**src/rtl/input_port_arbiter_pkg.sv**
```systemverilog
// Shared types and constants for the controller-port arbiter: FSM states,
// owner codes, default timer loads and a small state-to-owner helper.
package input_port_arbiter_pkg;

    typedef enum logic [1:0] {
        ST_IDLE  = 2'd0,
        ST_PAD   = 2'd1,
        ST_MOUSE = 2'd2,
        ST_GAP   = 2'd3
    } arb_state_t;

    typedef enum logic [1:0] {
        OWN_NONE  = 2'b00,
        OWN_PAD   = 2'b01,
        OWN_MOUSE = 2'b10
    } owner_t;

    localparam logic [15:0] HOLD_TICKS_DEFAULT = 16'd4096;
    localparam logic [15:0] GAP_TICKS_DEFAULT  = 16'd16;

    localparam logic [3:0] DIR_RELEASED = 4'hF;
    localparam logic [2:0] BTN_RELEASED = 3'h7;

    // IDLE and GAP both leave the port released, so neither has an owner.
    function automatic owner_t ownerOf(input arb_state_t state);
        owner_t result;
        case (state)
            ST_PAD:   result = OWN_PAD;
            ST_MOUSE: result = OWN_MOUSE;
            default:  result = OWN_NONE;
        endcase
        return result;
    endfunction

endpackage

```
**src/rtl/input_port_arbiter_timer.sv**
```systemverilog
// arb_tick_timer: ce-driven 16-bit loadable down counter that saturates at
// zero and flags it; used for both the hold and the gap timing.
module arb_tick_timer
    import input_port_arbiter_pkg::*;
(
    input  logic        clk,
    input  logic        reset,
    input  logic        ce,
    input  logic        i_load,
    input  logic [15:0] i_value,
    output logic        o_zero
);

    logic [15:0] r_count;

    // A load takes priority over a tick arriving in the same cycle.
    always_ff @(posedge clk or posedge reset) begin
        if (reset) begin
            r_count <= 16'd0;
        end else if (i_load) begin
            r_count <= i_value;
        end else if (ce && (r_count != 16'd0)) begin
            r_count <= r_count - 16'd1;
        end
    end

    assign o_zero = (r_count == 16'd0);

endmodule

```
**src/rtl/input_port_arbiter.sv**
```systemverilog
// Arbitrates a joypad and a mouse onto one shared controller port.
// Optional feature macro: INPUT_ARB_PENDING_EN (sticky pending requests).
module input_port_arbiter
    import input_port_arbiter_pkg::*;
#(
    parameter logic [15:0] HOLD_TICKS = HOLD_TICKS_DEFAULT,
    parameter logic [15:0] GAP_TICKS  = GAP_TICKS_DEFAULT,
    parameter logic        PRIO_MOUSE = 1'b1
)(
    input  logic       clk,
    input  logic       reset,
    input  logic       ce,
    input  logic       pad_act,
    input  logic [3:0] pad_dir,
    input  logic [2:0] pad_btn,
    input  logic       mouse_act,
    input  logic [1:0] mouse_x,
    input  logic [1:0] mouse_y,
    input  logic [2:0] mouse_btn,
    output logic [3:0] port_dir,
    output logic [2:0] port_btn,
    output logic [1:0] owner,
    output logic       grant_pulse
);

    arb_state_t r_state;
    arb_state_t w_nextState;
    logic       r_pending;
    logic       r_pendMouse;
    logic       w_nextPending;
    logic       w_nextPendMouse;
    logic       w_holdLoad;
    logic       w_gapLoad;
    logic       w_holdZero;
    logic       w_gapZero;
    logic       w_grant;
    logic       w_ownerAct;
    logic       w_otherAct;
    logic       w_otherIsMouse;
    logic       w_wantsTurn;

    logic [3:0] r_portDir;
    logic [2:0] r_portBtn;
    owner_t     r_owner;
    logic       r_grant;

    arb_tick_timer u_holdTimer (
        .clk     (clk),
        .reset   (reset),
        .ce      (ce),
        .i_load  (w_holdLoad),
        .i_value (HOLD_TICKS),
        .o_zero  (w_holdZero)
    );

    arb_tick_timer u_gapTimer (
        .clk     (clk),
        .reset   (reset),
        .ce      (ce),
        .i_load  (w_gapLoad),
        .i_value (GAP_TICKS),
        .o_zero  (w_gapZero)
    );

    // The pending target is always the port that does not currently own,
    // so a single bit records whether the mouse is the one waiting.
    always_comb begin
        w_nextState     = r_state;
        w_nextPending   = r_pending;
        w_nextPendMouse = r_pendMouse;
        w_holdLoad      = 1'b0;
        w_gapLoad       = 1'b0;
        w_grant         = 1'b0;
        w_ownerAct      = 1'b0;
        w_otherAct      = 1'b0;
        w_otherIsMouse  = 1'b0;
        w_wantsTurn     = 1'b0;

        case (r_state)
            ST_IDLE: begin
                if (pad_act || mouse_act) begin
                    w_grant    = 1'b1;
                    w_holdLoad = 1'b1;
                    if (mouse_act && (PRIO_MOUSE || !pad_act)) begin
                        w_nextState = ST_MOUSE;
                    end else begin
                        w_nextState = ST_PAD;
                    end
                end
            end

            ST_PAD, ST_MOUSE: begin
                w_otherIsMouse = (r_state == ST_PAD);
                w_ownerAct     = w_otherIsMouse ? pad_act : mouse_act;
                w_otherAct     = w_otherIsMouse ? mouse_act : pad_act;
                w_wantsTurn    = r_pending || w_otherAct;
`ifdef INPUT_ARB_PENDING_EN
                if (w_otherAct) begin
                    w_nextPending   = 1'b1;
                    w_nextPendMouse = w_otherIsMouse;
                end
`endif
                // Owner activity beats expiry, even when the timer already reads zero.
                if (w_ownerAct) begin
                    w_holdLoad = 1'b1;
                end else if (w_holdZero) begin
                    if (w_wantsTurn) begin
                        w_nextState     = ST_GAP;
                        w_nextPending   = 1'b1;
                        w_nextPendMouse = w_otherIsMouse;
                        w_gapLoad       = 1'b1;
                    end else begin
                        w_nextState   = ST_IDLE;
                        w_nextPending = 1'b0;
                    end
                end
            end

            ST_GAP: begin
                if (w_gapZero) begin
                    w_grant       = 1'b1;
                    w_holdLoad    = 1'b1;
                    w_nextPending = 1'b0;
                    w_nextState   = r_pendMouse ? ST_MOUSE : ST_PAD;
                end
            end

            default: begin
                w_nextState = ST_IDLE;
            end
        endcase
    end

    // Port data is registered from the next state so owner and data change together.
    always_ff @(posedge clk or posedge reset) begin
        if (reset) begin
            r_state     <= ST_IDLE;
            r_pending   <= 1'b0;
            r_pendMouse <= 1'b0;
            r_portDir   <= DIR_RELEASED;
            r_portBtn   <= BTN_RELEASED;
            r_owner     <= OWN_NONE;
            r_grant     <= 1'b0;
        end else begin
            r_state     <= w_nextState;
            r_pending   <= w_nextPending;
            r_pendMouse <= w_nextPendMouse;
            r_owner     <= ownerOf(w_nextState);
            r_grant     <= w_grant;
            case (w_nextState)
                ST_PAD: begin
                    r_portDir <= pad_dir;
                    r_portBtn <= pad_btn;
                end
                ST_MOUSE: begin
                    r_portDir <= {mouse_y, mouse_x};
                    r_portBtn <= mouse_btn;
                end
                default: begin
                    r_portDir <= DIR_RELEASED;
                    r_portBtn <= BTN_RELEASED;
                end
            endcase
        end
    end

    assign port_dir    = r_portDir;
    assign port_btn    = r_portBtn;
    assign owner       = r_owner;
    assign grant_pulse = r_grant;

endmodule
```
**config.mk**
```make
export PLATFORM = sky130hd
export DESIGN_NAME = input_port_arbiter
export DESIGN_NICKNAME = d
export VERILOG_FILES = /design/src/rtl/input_port_arbiter_pkg.sv /design/src/rtl/input_port_arbiter_timer.sv /design/src/rtl/input_port_arbiter.sv
export SDC_FILE = /design/constraint.sdc
export NUM_CORES = 1
export LEC_CHECK = 0
export BUFFER_PORTS_ARGS = -buffer_cell sky130_fd_sc_hd__buf_2
export CORE_ASPECT_RATIO = 1.1
export CORE_UTILIZATION = 57
export DETAILED_ROUTE_END_ITERATION = 12
export PLACE_DENSITY_LB_ADDON = 0.15
export SYNTH_ARGS = -nofsm -noshare
export SYNTH_HDL_FRONTEND = slang
export SYNTH_SLANG_ARGS = --single-unit
```
**constraint.sdc**
```tcl
create_clock -name clk -period 5.9 [get_ports clk]
set_clock_uncertainty 0.1 [all_clocks]
set_input_delay 0.295 -clock clk [delete_from_list [all_inputs] [get_ports clk]]
set_output_delay 0.295 -clock clk [all_outputs]
set_load 0.02 [all_outputs]
```
Word-level counts from Yosys, hierarchy flattened
Index checks and enable logic that the tools add are counted.
{ "word_totals": {"regBits": 46, "latch_bits": 0, "ram_bits": 0, "romBits": 0, "in_bits": 19, "output_inout_bits": 10, "word_cells": 65, "n_memories": 0} }
{ "op_classes": {"n_addsub": 2, "mul": 0, "n_div": 0, "n_lt_le_gt_ge": 0, "n_eq_ne": 8, "shift": 0, "muxes": 30, "n_bitwise": 1, "n_reduce_logical": 15} }
{ "ops": {"columns": ["operator", "n"], "rows": [
  ["16-bit 2-to-1 mux", 4],
  ["16-bit zero test", 2],
  ["16-bit nonzero test", 2],
  ["16-bit by 1-bit subtractor with 16-bit output (second input constant)", 2],
  ["2-bit 2-to-1 mux", 7],
  ["1-bit 2-to-1 mux", 12],
  ["4-bit case mux with 2 select lines", 1],
  ["4-bit AND reduction", 2],
  ["2-bit == test (second input constant)", 3],
  ["2-bit case mux with 3 select lines", 1],
  ["3-bit case mux with 2 select lines", 1],
  ["2-bit nonzero test", 3],
  ["2-bit by 1-bit == test with 1-bit output (second input constant)", 2],
  ["2-bit by 1-bit inequality test with 1-bit output (second input constant)", 2],
  ["1-bit case mux with 2 select lines", 2],
  ["2-bit case mux with 2 select lines", 1],
  ["1-bit case mux with 3 select lines", 1],
  ["1-bit logical AND", 2],
  ["2-bit zero test", 1],
  ["1-bit logical OR", 2],
  ["2-bit inequality test (second input constant)", 1],
  ["2-bit OR reduction", 1],
  ["1-bit NOT", 1]
]} }

Logic depth before layout (Yosys ltp)
{ "logic_depth": {"ltp_word": 9, "mapped_depth": 10, "depth_no_buf": 9} }

Cells and area by module
A second synthesis with hierarchy kept.
{ "unflattened": {"cells_unflattened": 310, "hier_area_um2": 2827.7} }
{ "modules_own_cells": {"columns": ["mod", "instances", "cells_per_inst", "area_per_inst_um2", "seq_area_each_um2"], "rows": [
  ["arb_tick_timer", 2, 122, 1034.7, 400.4],
  ["input_port_arbiter", 1, 66, 758.2, 359.1]
]} }

Least setup slack after synthesis
No wires, ideal clock.
{ "synth_path": {"path_kind": "flip-flop to flip-flop", "startpoint": "reg u_gapTimer.r_count[5]", "endpoint": "reg r_portBtn[0], in the netlist port_btn[0]", "setup_time_ns": 0.083, "arrival_time_ns": 2.593, "required_time_ns": 5.717, "setup_slack_ns": 3.124, "stages_incl_launch_ff": 9, "n_path_buf": 1, "period_less_slack_ns": 2.776, "path_cell_list": "dfrtp_1 -> or4_4 -> nor4_4 -> buf_6 -> nor2_2 -> a311oi_2 -> a21oi_1 -> ha_1 -> a221o_1"} }
{ "synth_between": {"elab_chain_cells": 5, "elab_cells_between_ends": 6, "cone_classes": "eq/ne (2); mux (3); reduce/logical (1)"} }
{ "synth_rtl": {"columns": ["element", "line_no", "source"], "rows": [
  ["start, declared", "input_port_arbiter_timer.sv:14", "logic [15:0] r_count;"],
  ["start signal, assigned", "input_port_arbiter_timer.sv:21", "r_count <= i_value;"],
  ["start signal, assigned", "input_port_arbiter_timer.sv:23", "r_count <= r_count - 16'd1;"],
  ["16-bit zero test (*)", "input_port_arbiter_timer.sv:27", "assign o_zero = (r_count == 16'd0);"],
  ["2-bit 2-to-1 mux (*)", "input_port_arbiter.sv:120", "if (w_gapZero) begin"],
  ["2-bit case mux with 3 select lines (*)", "input_port_arbiter.sv:79", "case (r_state)"],
  ["named net w_nextState[1]", "input_port_arbiter.sv:27", "arb_state_t w_nextState;"],
  ["2-bit == test or 2-bit by 1-bit == test with 1-bit output (tied branches)", "input_port_arbiter.sv:150", "case (w_nextState)"],
  ["3-bit case mux with 2 select lines (*)", "input_port_arbiter.sv:150", null],
  ["end signal, assigned", "input_port_arbiter.sv:153", "r_portBtn <= pad_btn;"],
  ["end signal, assigned", "input_port_arbiter.sv:157", "r_portBtn <= mouse_btn;"],
  ["end, declared", "input_port_arbiter.sv:43", "logic [2:0] r_portBtn;"]
]} }
The timed path passes the listed nets; every way through them passes the cells marked *.
A chain may end at the register's enable or synchronous reset.

Worst setup path in the final report
{ "layout_path": {"startpoint": "reg u_gapTimer.r_count[6]", "endpoint": "reg r_portBtn[0], in the netlist port_btn[0]"} }
The elaborated chain is that of the path after synthesis.

==> metrics.md <==
| Metric | Value |
|---|---|
| Static leakage | roughly 1.2 nW |
| Combinational Power Share | 0.474 |
| Drt pass-1 iters | 4 |
| Final Hold Viols | 0 |
| Post-DRT Antenna Nets | 0 |
| Clock Pin Slew Worst Setup and Hold Paths | 80 ps |
| Wire length per cell | 14.5 microns |
| DP Area | 0.00277 sq mm |
| NetSw | 0.616 mW |
| Seq pwr share | 0.378 |
| Clock share of power | 0.149 |
| Final WL | 4.82 mm |
| First-pass GRT wire length | 8.29 mm |
| Net Count, Synth | 276 |
| Post-synthesis cell type count | 54 |
| Largest net degree at the start of global routing | 47 |
| Vias in the first global route | 1,893 |
| FP Rows | 25 |
| TritonCTS clock tree | built |
| CTS Buffer Depth | 2 |
| Slew @ Worst Pin | 939 ps |
| CTS H-tree depth | 2 |
| Max FO, Critical Path | 15 |
| Area growth, synth to finish | 11.0% |
| Asr flop ratio synth | 1.00 |
| Worst setup SP type | register |
| Fmax | around 310 MHz |
| Design area | 0.00288 sq mm |
| Post-Route Setup TNS | 0 ps |
| Status | finished clean |
| Vias post-DR | 1,929 |
| Hold WC Path Type | in2async |
| Pwr Density | a little over 500 mW/mm^2 |
| Clk_lat worst skew | 300 ps |
| Required @ worst endpoint | 6030 ps |
| Total core area | 0.00435 sq mm |
| Post-synth EDFFs | 0 |
| Critical Path End Type | register |
| Vias/cell | between 5 and 6 |
| Cts hold-fix bufs | 0 |
| Clock sink count | 46 |
| Overall routing resource usage | 0.229 |
| Cell Area, Synth | 0.00260 sq mm |
| Net Sw Frac | 0.412 |
| Final Wtd Congestion | 0.784 |
| Seq/Total Area, Yosys | 0.447 |
| Count of buffers from port buffering | 28 |
| Pint | 0.880 mW |
| Ys Warns | 0 |
| Layout cell share with drive strength beyond 1 | 0.255 |
| Gr ovfl total | 0 |
| RSZ-0062 raised after global routing | false |
| Setup bufs post-CTS | 0 |
| Detail Placement HPWL | 3.35 mm |
| Fin crit share | 0.547 |
| Net count, final | 307 |
| CP arrival | 3360 ps |
| DR DRC count | 0 |
| Chip Height | roughly 73 microns |
| Relative slew slack | 0.373 |
| Post-CTS Resized | 0 |
| Worst vdd rail ir drop | ~0.33 mV |
| Syn Inst Count | roughly 250 |
| Minimum clock period | 3230 ps |
| Kind of critical path | reg2reg |
| Number of max-cap violations | 0 |
| IO Count | 29 |
| Top_reg_cell synth | dfrtp_1 |
| Initial antenna violation count | 0 |
| Die W | ~66 microns |
| Final setup viols | 0 |
| Starting Density | 0.597 |
| Reg2reg path depth | 7 |
| Inserted Clock Buffers | 5 |
| Seq cells post-synth | 46 |
| Final Max Slew Viols | 0 |
| Mean post-synth cell area | approximately 11 sq um |
| Root Driver | clkbuf_8 |
| Ant. Diodes | 0 |
| Die ar. | 0.00483 sq mm |
| Iteration-0 DRC Markers | 112 |
-- state kept, by name, summed over array words and instances, names as in the netlist --
signal	flops
u_gapTimer.r_count	16
u_holdTimer.r_count	16
port_dir	4
port_btn	3
owner	2
r_state	2
grant_pulse	1
r_pendMouse	1
r_pending	1
-- stage by stage --
stage          power, mW   util  hold WS [ps]  worst slack [ps]  instances
3_5_place_dp        1.28  0.638           423              2670        324
4_1_cts             1.51  0.663           115              2660        332
2_1_floorplan       1.13      -           338              3120        246
6_report            1.50  0.663           100              2670        332
5_1_grt             1.62  0.663           111              2460        332
3_3_place_gp        1.26  0.638           414              2720        324
-- cells in the mapped netlist (2+ instances only) --
master / instances / area (sq um)
a2111oi_4: 2 / 55.1
mux2_2: 2 / 22.5
nor4_1: 6 / 37.5
nand3b_1: 2 / 15.0
or2_2: 4 / 25.0
xor2_1: 2 / 17.5
nor3_1: 10 / 50.1
a221o_1: 7 / 70.1
ha_1: 11 / 138
nand2_1: 11 / 41.3
o21ai_0: 4 / 20.0
nor2_1: 34 / 128
or4_4: 3 / 33.8
buf_6: 2 / 22.5
inv_1: 11 / 41.3
a211oi_1: 5 / 37.5
or3_2: 2 / 15.0
or3_1: 3 / 18.8
nor2_2: 3 / 18.8
nand2b_1: 3 / 18.8
o211ai_1: 2 / 15.0
nor4b_1: 3 / 26.3
dfrtp_1: 39 / 976
nand4_1: 3 / 18.8
dfstp_2: 7 / 184
a21oi_1: 13 / 65.1
or4_1: 4 / 30.0
xnor2_1: 22 / 193
-- worst max-delay path, stage by stage (launching register included) --
cell      delay (ps)
dfrtp_1          460
or4_1            600
nor4_4           690
nand3b_1         190
a41oi_1          120
or2_2            330
ha_1             300
a221o_1          350
-- cells by family (layout without fill, tap and decap cells) --
logic type	after synthesis	in the layout	synth area share
mux	3	3	0.0125
flops	46	46	0.447
xor+xnor	24	24	0.0809
buf+inv	16	48	0.0308
fa+ha+maj	11	11	0.0530
simple gates	101	101	0.232
compound gates	45	45	0.144
-- placed cells by master, fill, tap and decap left out, types with 4 or more instances in the layout --
cell | synthesis | final
or4_1 | 4 | 4
nor3_1 | 10 | 10
a221o_1 | 7 | 7
o21ai_0 | 4 | 4
buf_2 | 1 | 28
clkbuf_8 | 0 | 8
xnor2_1 | 22 | 22
a211oi_1 | 5 | 5
or2_2 | 4 | 4
a21oi_1 | 13 | 13
nor4_1 | 6 | 6
nand2_1 | 11 | 11
dfstp_2 | 7 | 7
inv_1 | 11 | 10
ha_1 | 11 | 11
nor2_1 | 34 | 34
dfrtp_1 | 39 | 39
-- layer usage --
| layer | vias up | share of wire | GRT usage |
|---|---|---|---|
| met2 | 30 | 0.51 | 0.404 |
| met1 | 940 | 0.44 | 0.268 |
| met5 | - | 0 | 0 |
| met4 | 0 | 0.014 | 0.0709 |
| met3 | 6 | 0.032 | 0.0656 |
| li1 | 953 | - | - |
-- worst paths after layout --
path                                         start                       to  slack [ps]
setup / recovery             u_gapTimer.r_count[6]              port_btn[0]        2670
hold / removal                               reset   u_gapTimer.r_count[11]         100
setup reg to reg             u_gapTimer.r_count[6]              port_btn[0]        2670
hold reg to reg            u_holdTimer.r_count[12]  u_holdTimer.r_count[12]         440
max in group asynchronous                    reset  u_holdTimer.r_count[15]        5020
min in group clk                        pad_dir[3]              port_dir[3]         120
-- power groups by stage --
stage,registers (mW),clock network (mW),logic (mW)
global route,0.583,0.239,0.797
floorplan,0.592,0,0.539
detailed placement,0.568,0,0.713
global placement,0.566,0,0.697
finish,0.565,0.222,0.709
CTS,0.565,0.226,0.717
-- final cells by class --
cell class / instances / area [sq um]
Fill cell: 362 / 1460
Multi-Input combinational cell: 184 / 1360
Sequential cell: 46 / 1160
Timing Repair Buffer: 29 / 148
Clock buffer: 8 / 110
Tap cell: 54 / 67.6
Inverter: 11 / 41.3
Power figures use the tool's default switching activity.
